File: src/rtl/fp_to_twos_decoder_pkg.sv
// fp_to_twos_decoder_pkg: shared widths and FSM encodings for the float-to-integer decoder.
package fp_to_twos_decoder_pkg;
    localparam int DEF_EXP_W  = 3;
    localparam int DEF_MANT_W = 4;
    localparam int DEF_OUT_W  = 12;
    typedef enum logic [1:0] {
        ST_IDLE  = 2'd0,
        ST_SHIFT = 2'd1,
        ST_DONE  = 2'd2
    } state_e;
endpackage

File: src/rtl/fp_to_twos_decoder_if.sv
// fp_to_twos_decoder_if: float-word input and integer-sample output handshakes.
interface fp_to_twos_decoder_if #(
    parameter int EXP_W  = fp_to_twos_decoder_pkg::DEF_EXP_W,
    parameter int MANT_W = fp_to_twos_decoder_pkg::DEF_MANT_W,
    parameter int OUT_W  = fp_to_twos_decoder_pkg::DEF_OUT_W
);
    logic              in_valid;
    logic              in_ready;
    logic              s_in;
    logic [EXP_W-1:0]  e_in;
    logic [MANT_W-1:0] f_in;
    logic              out_valid;
    logic              out_ready;
    logic [OUT_W-1:0]  d_out;
    modport master (
        output in_valid, s_in, e_in, f_in, out_ready,
        input  in_ready, out_valid, d_out
    );
    modport slave (
        input  in_valid, s_in, e_in, f_in, out_ready,
        output in_ready, out_valid, d_out
    );
endinterface

File: src/rtl/fp_to_twos_decoder_sm_to_twos.sv
// fp_to_twos_decoder_sm_to_twos: sign-magnitude to two's-complement, negative zero maps to zero.
module fp_to_twos_decoder_sm_to_twos #(
    parameter int W = fp_to_twos_decoder_pkg::DEF_OUT_W
) (
    input  logic         sgn_i,
    input  logic [W-2:0] mag_i,
    output logic [W-1:0] d_o
);
    always_comb d_o = (sgn_i && |mag_i) ? ~{1'b0, mag_i} + W'(1) : {1'b0, mag_i};
endmodule

File: src/rtl/fp_to_twos_decoder.sv
// fp_to_twos_decoder: {S,E,F} float word to two's-complement (S ? -1 : 1) * (F << E),
// shifting one bit per clock.
module fp_to_twos_decoder
    import fp_to_twos_decoder_pkg::*;
#(
    parameter int EXP_W  = DEF_EXP_W,
    parameter int MANT_W = DEF_MANT_W,
    parameter int OUT_W  = DEF_OUT_W
) (
    input logic                  clk,
    input logic                  rst_n,
    fp_to_twos_decoder_if.slave  bus
);
    if (OUT_W < MANT_W + (1 << EXP_W)) begin : g_bad_width
        $error("OUT_W must be at least MANT_W + 2**EXP_W");
    end
    state_e             state_q, state_d;
    logic [EXP_W-1:0]   cnt_q, cnt_d;
    logic [OUT_W-2:0]   mag_q, mag_d;
    logic               sgn_q, sgn_d;
    logic [OUT_W-1:0]   dout_q, dout_d, conv;
    logic               ovalid_q, ovalid_d;
    fp_to_twos_decoder_sm_to_twos #(.W(OUT_W)) u_conv (
        .sgn_i (sgn_q),
        .mag_i (mag_q),
        .d_o   (conv)
    );
    always_comb begin
        state_d  = state_q;
        cnt_d    = cnt_q;
        mag_d    = mag_q;
        sgn_d    = sgn_q;
        dout_d   = dout_q;
        ovalid_d = ovalid_q;
        case (state_q)
            ST_IDLE: if (bus.in_valid) begin
                sgn_d   = bus.s_in;
                cnt_d   = bus.e_in;
                mag_d   = {{(OUT_W-1-MANT_W){1'b0}}, bus.f_in};
                state_d = ST_SHIFT;
            end
            ST_SHIFT: if (cnt_q != '0) begin
                mag_d = mag_q << 1;
                cnt_d = cnt_q - EXP_W'(1);
            end else begin
                dout_d   = conv;
                ovalid_d = 1'b1;
                state_d  = ST_DONE;
            end
            ST_DONE: if (bus.out_ready) begin
                ovalid_d = 1'b0;
                state_d  = ST_IDLE;
            end
            default: state_d = ST_IDLE;
        endcase
    end
    always_ff @(posedge clk or negedge rst_n) begin
        if (!rst_n) begin
            state_q  <= ST_IDLE;
            cnt_q    <= '0;
            mag_q    <= '0;
            sgn_q    <= 1'b0;
            dout_q   <= '0;
            ovalid_q <= 1'b0;
        end else begin
            state_q  <= state_d;
            cnt_q    <= cnt_d;
            mag_q    <= mag_d;
            sgn_q    <= sgn_d;
            dout_q   <= dout_d;
            ovalid_q <= ovalid_d;
        end
    end
    assign bus.in_ready  = (state_q == ST_IDLE);
    assign bus.out_valid = ovalid_q;
    assign bus.d_out     = dout_q;
endmodule
File: src/flat_wrapper.sv
// flat-port wrapper written by rule: the top's interface ports become plain ports
module fp_to_twos_decoder_flat import fp_to_twos_decoder_pkg::*;
#(
    parameter int EXP_W  = DEF_EXP_W,
    parameter int MANT_W = DEF_MANT_W,
    parameter int OUT_W  = DEF_OUT_W
)
  (clk, rst_n, bus_in_valid, bus_s_in, bus_e_in, bus_f_in, bus_out_ready, bus_in_ready, bus_out_valid, bus_d_out);
  fp_to_twos_decoder_if #(.EXP_W(EXP_W), .MANT_W(MANT_W), .OUT_W(OUT_W)) bus_i ();
  input logic clk;
  input logic rst_n;
  input wire logic [$bits(bus_i.in_valid)-1:0] bus_in_valid;
  input wire logic [$bits(bus_i.s_in)-1:0] bus_s_in;
  input wire logic [$bits(bus_i.e_in)-1:0] bus_e_in;
  input wire logic [$bits(bus_i.f_in)-1:0] bus_f_in;
  input wire logic [$bits(bus_i.out_ready)-1:0] bus_out_ready;
  output wire logic [$bits(bus_i.in_ready)-1:0] bus_in_ready;
  output wire logic [$bits(bus_i.out_valid)-1:0] bus_out_valid;
  output wire logic [$bits(bus_i.d_out)-1:0] bus_d_out;
  assign bus_i.in_valid = bus_in_valid;
  assign bus_i.s_in = bus_s_in;
  assign bus_i.e_in = bus_e_in;
  assign bus_i.f_in = bus_f_in;
  assign bus_i.out_ready = bus_out_ready;
  assign bus_in_ready = bus_i.in_ready;
  assign bus_out_valid = bus_i.out_valid;
  assign bus_d_out = bus_i.d_out;
  fp_to_twos_decoder #(.EXP_W(EXP_W), .MANT_W(MANT_W), .OUT_W(OUT_W)) u_core (.clk(clk), .rst_n(rst_n), .bus(bus_i));
endmodule
File: config.mk
export PLATFORM = sky130hd
export DESIGN_NAME = fp_to_twos_decoder_flat
export DESIGN_NICKNAME = d
export VERILOG_FILES = /design/src/rtl/fp_to_twos_decoder_pkg.sv /design/src/rtl/fp_to_twos_decoder_if.sv /design/src/rtl/fp_to_twos_decoder_sm_to_twos.sv /design/src/rtl/fp_to_twos_decoder.sv /design/src/flat_wrapper.sv
export SDC_FILE = /design/constraint.sdc
export NUM_CORES = 1
export LEC_CHECK = 0
export BUFFER_PORTS_ARGS = -buffer_cell sky130_fd_sc_hd__clkbuf_2
export CORE_MARGIN = 10
export CORE_UTILIZATION = 56
export DETAILED_ROUTE_END_ITERATION = 10
export PLACE_DENSITY = 0.77
export SYNTH_ARGS = -nofsm -noshare
export SYNTH_HDL_FRONTEND = slang
export SYNTH_HIERARCHICAL = 1
export SYNTH_SLANG_ARGS = --single-unit
File: constraint.sdc
create_clock -name clk -period 3.2 [get_ports clk]
set_clock_uncertainty 0.1 [all_clocks]
set_input_delay 0.32 -clock clk [delete_from_list [all_inputs] [get_ports clk]]
set_output_delay 0.32 -clock clk [all_outputs]
set_load 0.01 [all_outputs]
==> flow_summary_export.csv <==
group,metric,value,unit
synth,synth.yosys.warnings,6,
synth,synth_cell_type_count,43,
detailed_routing,drcViolationCount,0,
place,detailedPlace.worstSlack,675,ps
pwr,clkPwrFrac,11.1,%
sta,hold_slack,78.3,ps
global_routing,grt_pass1_wl,5980,um
detailed_routing,drtAntennaViolNets,0,
hold_path,min_path_type,"input pin to flip-flop",
pwr,sw_frac_of_total,42.4,%
sta,pins_over_slew_limit,0,
synth,synth-edff-count,0,
global_routing,number_of_global_route_vias_before_repair,1257,
global_routing,antenna_found_initial,0,
sta,period_needed,2560,ps
final_layout,syn2layout_area_growth,10.5,%
floorplanning,die_width,75.3,um
global_routing,overall_routing_resource_usage,13.7,%
pwr,power_dissipated_by_switching_net_loads,0.902,mW
place,gpl.final_weighted_congestion,0.832,
floorplanning,die_area,5670,sq um
critical_path,worst_setup_path_end_kind,"flip-flop",
synth,synth_area_leader_cell,"sky130_fd_sc_hd__dfrtp_1",
clock_tree,post_cts_setup_buffer_count,0,
floorplanning,fp-row-count,20,
clock_tree,hold_buffers,1,
synth,synth.cell_area,1710,sq um
synth,synth.ff_latch_count,30,
outcome,run_status,"finished clean",
sta,final_setup_violations,0,
job,max-cap-violations,0,
hold_path,worst_hold_path.num_cells,2,
pwr,power.density_cell_area,1120,nW/um^2
final_layout,nNetsFinal,197,
clock_tree,cts_buffer_depth,2,
synth,main_area_contributors_after_synthesis,"sky130_fd_sc_hd__dfrtp_1, sky130_fd_sc_hd__mux2_2, sky130_fd_sc_hd__mux2i_1, sky130_fd_sc_hd__inv_1, sky130_fd_sc_hd__nand2b_1",
place,buffer_ports.inserted,25,
detailed_routing,detailedRoute.firstPassIterationCount,4,
clock_tree,cts.htree.levels,2,
final_layout,drive_gt1_share,33.3,%
clock_tree,worstSkewPairLatency,330,ps
synth,netlist_instances,158,
floorplanning,top_level_ports,26,
clock_tree,quantity_of_gates_resized_following_cts,0,
synth,synth_commonest_cells,"sky130_fd_sc_hd__dfrtp_1, sky130_fd_sc_hd__mux2_2, sky130_fd_sc_hd__inv_1, sky130_fd_sc_hd__nand2_1, sky130_fd_sc_hd__mux2i_1",
sta,setup_tns,0,ps
clock_tree,tritoncts_clock_tree,"yes",
clock_tree,num_clock_sinks,30,
sta,timing_hold_violations_final,0,
pwr,power_report.internal_total,1.23,mW
sta,rsz_0062_raised_after_global_routing,"false",
detailed_routing,routed-via-count,1249,
pwr,combPwrFrac,53.3,%
critical_path,cp-start-kind,"flip-flop",
detailed_routing,dr.first_iter.drc_count,116,
synth,average_cell_area_after_synthesis,10.8,sq um
clock_tree,cts.reportedPaths.clkPinSlew,90,ps
detailed_routing,detail_route.wl_per_cell,16.6,um
critical_path,timing.reg2reg.worst_path_depth,6,
floorplanning,fp.coreArea,3000,sq um
critical_path,crit_required,3320,ps
critical_path,critPathArrivalTime,2680,ps
critical_path,critical_path.max_fanout,7,
critical_path,timing_worst_setup_path_type,"flip-flop to flip-flop",
synth,async_flop_share,100,%
sta,tightestPinTransition,737,ps
final_layout,antenna_cells_inserted,0,
global_routing,grt_start_max_net_pins,31,
floorplanning,initial_core_util,57.1,%
synth,post-synth-top-count-cell,"sky130_fd_sc_hd__dfrtp_1",
pwr,fraction_of_power_consumed_by_sequential_logic,35.6,%
detailed_routing,drt-total-wl,3580,um
pwr,leakage,0.889,nW
detailed_routing,route.detailed.vias_per_inst,5.78,
synth,seq_area_frac_synth,43.8,%
synth,syn-num-nets,173,
place,dp.final_hpwl,2570,um
clock_tree,cts_buffers,5,
pwr,ir_drop,621,uV
floorplanning,dieHeight,75.3,um
sta,max_slew_margin,50.8,%
synth,yosys_most_used_dff,"sky130_fd_sc_hd__dfrtp_1",
clock_tree,clk_root_buffer_cell,"sky130_fd_sc_hd__clkbuf_4",
sta,finalCritPeriodShare,80.2,%
synth,post-synth-top-area-fraction,43.8,%
global_routing,grt_overflow,0,
sta,setup_slack,635,ps
sta,clock.fmax,390,MHz
final_layout,n_fill_cell,257,
[sequential cells by signal, summed over array words and instances, names as in the netlist]
| name | flops |
|---|---|
| u_core/bus.d_out | 12 |
| u_core/mag_q | 11 |
| u_core/state_q | 2 |
| u_core/cnt_q | 3 |
| u_core/bus.out_valid | 1 |
| u_core/sgn_q | 1 |
[critical path, cell delays in order, from the launching register on]
cell and delay, ps:
sky130_fd_sc_hd__dfrtp_1 440, sky130_fd_sc_hd__inv_1 80, sky130_fd_sc_hd__ha_1 280, sky130_fd_sc_hd__or4b_2 660, sky130_fd_sc_hd__o31ai_1 250, sky130_fd_sc_hd__mux2_2 370
sky130_fd_sc_hd__mux2_2 270
[layer usage]
| metal | up-vias | GRT usage [%] | wire, um |
|---|---|---|---|
| li1 | 610 | - | - |
| met2 | 30 | 21.3 | 1640 |
| met4 | 0 | 4.33 | 13 |
| met5 | - | 0 | 0 |
| met1 | 607 | 17.3 | 1720 |
| met3 | 2 | 4.95 | 212 |
[final timing paths]
path | startpoint | to | slack [ps]
worst max-delay path | u_core/mag_q[0] | u_core/bus.d_out[1] | 640
worst min-delay path | bus_out_ready | u_core/state_q[1] | 80
worst max register to register | u_core/mag_q[0] | u_core/bus.d_out[1] | 640
worst min register to register | u_core/bus.d_out[4] | u_core/bus.d_out[4] | 410
max in group asynchronous | rst_n | u_core/bus.d_out[4] | 2060
min in group asynchronous | rst_n | u_core/mag_q[7] | 480
[metrics by stage]
step                instances  util [%]  instance area (sq um)  total power, mW
finish                    216      63.1                   1890             2.13
detailed placement        207      60.8                   1820             1.90
CTS                       216      63.1                   1890             2.15
floorplan                 158         -                   1710             1.65
global placement          207      60.8                   1820             1.87
global route              216      63.1                   1890             2.32
[final cells by class]
| type | count | area [sq um] | share of cell area, % |
|---|---|---|---|
| sequential | 30 | 751 | 39.6 |
| tap | 33 | 41.3 | 2.18 |
| clock buffer | 7 | 55.1 | 2.91 |
| multi-input combinational | 104 | 847 | 44.7 |
| timing repair buffer | 27 | 143 | 7.53 |
| inverter | 14 | 52.6 | 2.77 |
| clock inverter | 1 | 5.00 | 0.264 |
[kinds of logic after synthesis]
family          synth area share (%)
fa+ha+maj                       2.19
xor+xnor                        3.07
simple gates                    13.3
mux                             17.8
flops                           43.8
compound gates                  13.1
buf+inv                         6.79
[power groups by stage]
stage,combinational (mW),clock (mW),sequential (mW)
finish,1.14,0.237,0.758
global route,1.26,0.266,0.795
CTS,1.14,0.249,0.757
detailed placement,1.14,0,0.763
global placement,1.12,0,0.754
floorplan,0.943,0,0.710
[cells in the final DEF, fill, tap and decap left out, types with 3 or more instances in the layout]
cell / synthesis / routed
sky130_fd_sc_hd__mux2_2: 20 / 20
sky130_fd_sc_hd__mux2i_1: 8 / 8
sky130_fd_sc_hd__ha_1: 3 / 3
sky130_fd_sc_hd__a21oi_1: 4 / 4
sky130_fd_sc_hd__o2bb2ai_1: 3 / 3
sky130_fd_sc_hd__nand2b_1: 7 / 7
sky130_fd_sc_hd__clkbuf_4: 0 / 5
sky130_fd_sc_hd__o21ai_0: 3 / 3
sky130_fd_sc_hd__nand2_1: 9 / 9
sky130_fd_sc_hd__clkbuf_2: 0 / 25
sky130_fd_sc_hd__dfrtp_1: 30 / 30
sky130_fd_sc_hd__xnor2_1: 3 / 3
sky130_fd_sc_hd__inv_1: 14 / 14
sky130_fd_sc_hd__a211oi_1: 3 / 3
sky130_fd_sc_hd__xor2_1: 3 / 3
sky130_fd_sc_hd__nor2_1: 5 / 5
sky130_fd_sc_hd__o31ai_1: 3 / 3
No activity file was read; power rests on OpenSTA's default activity.
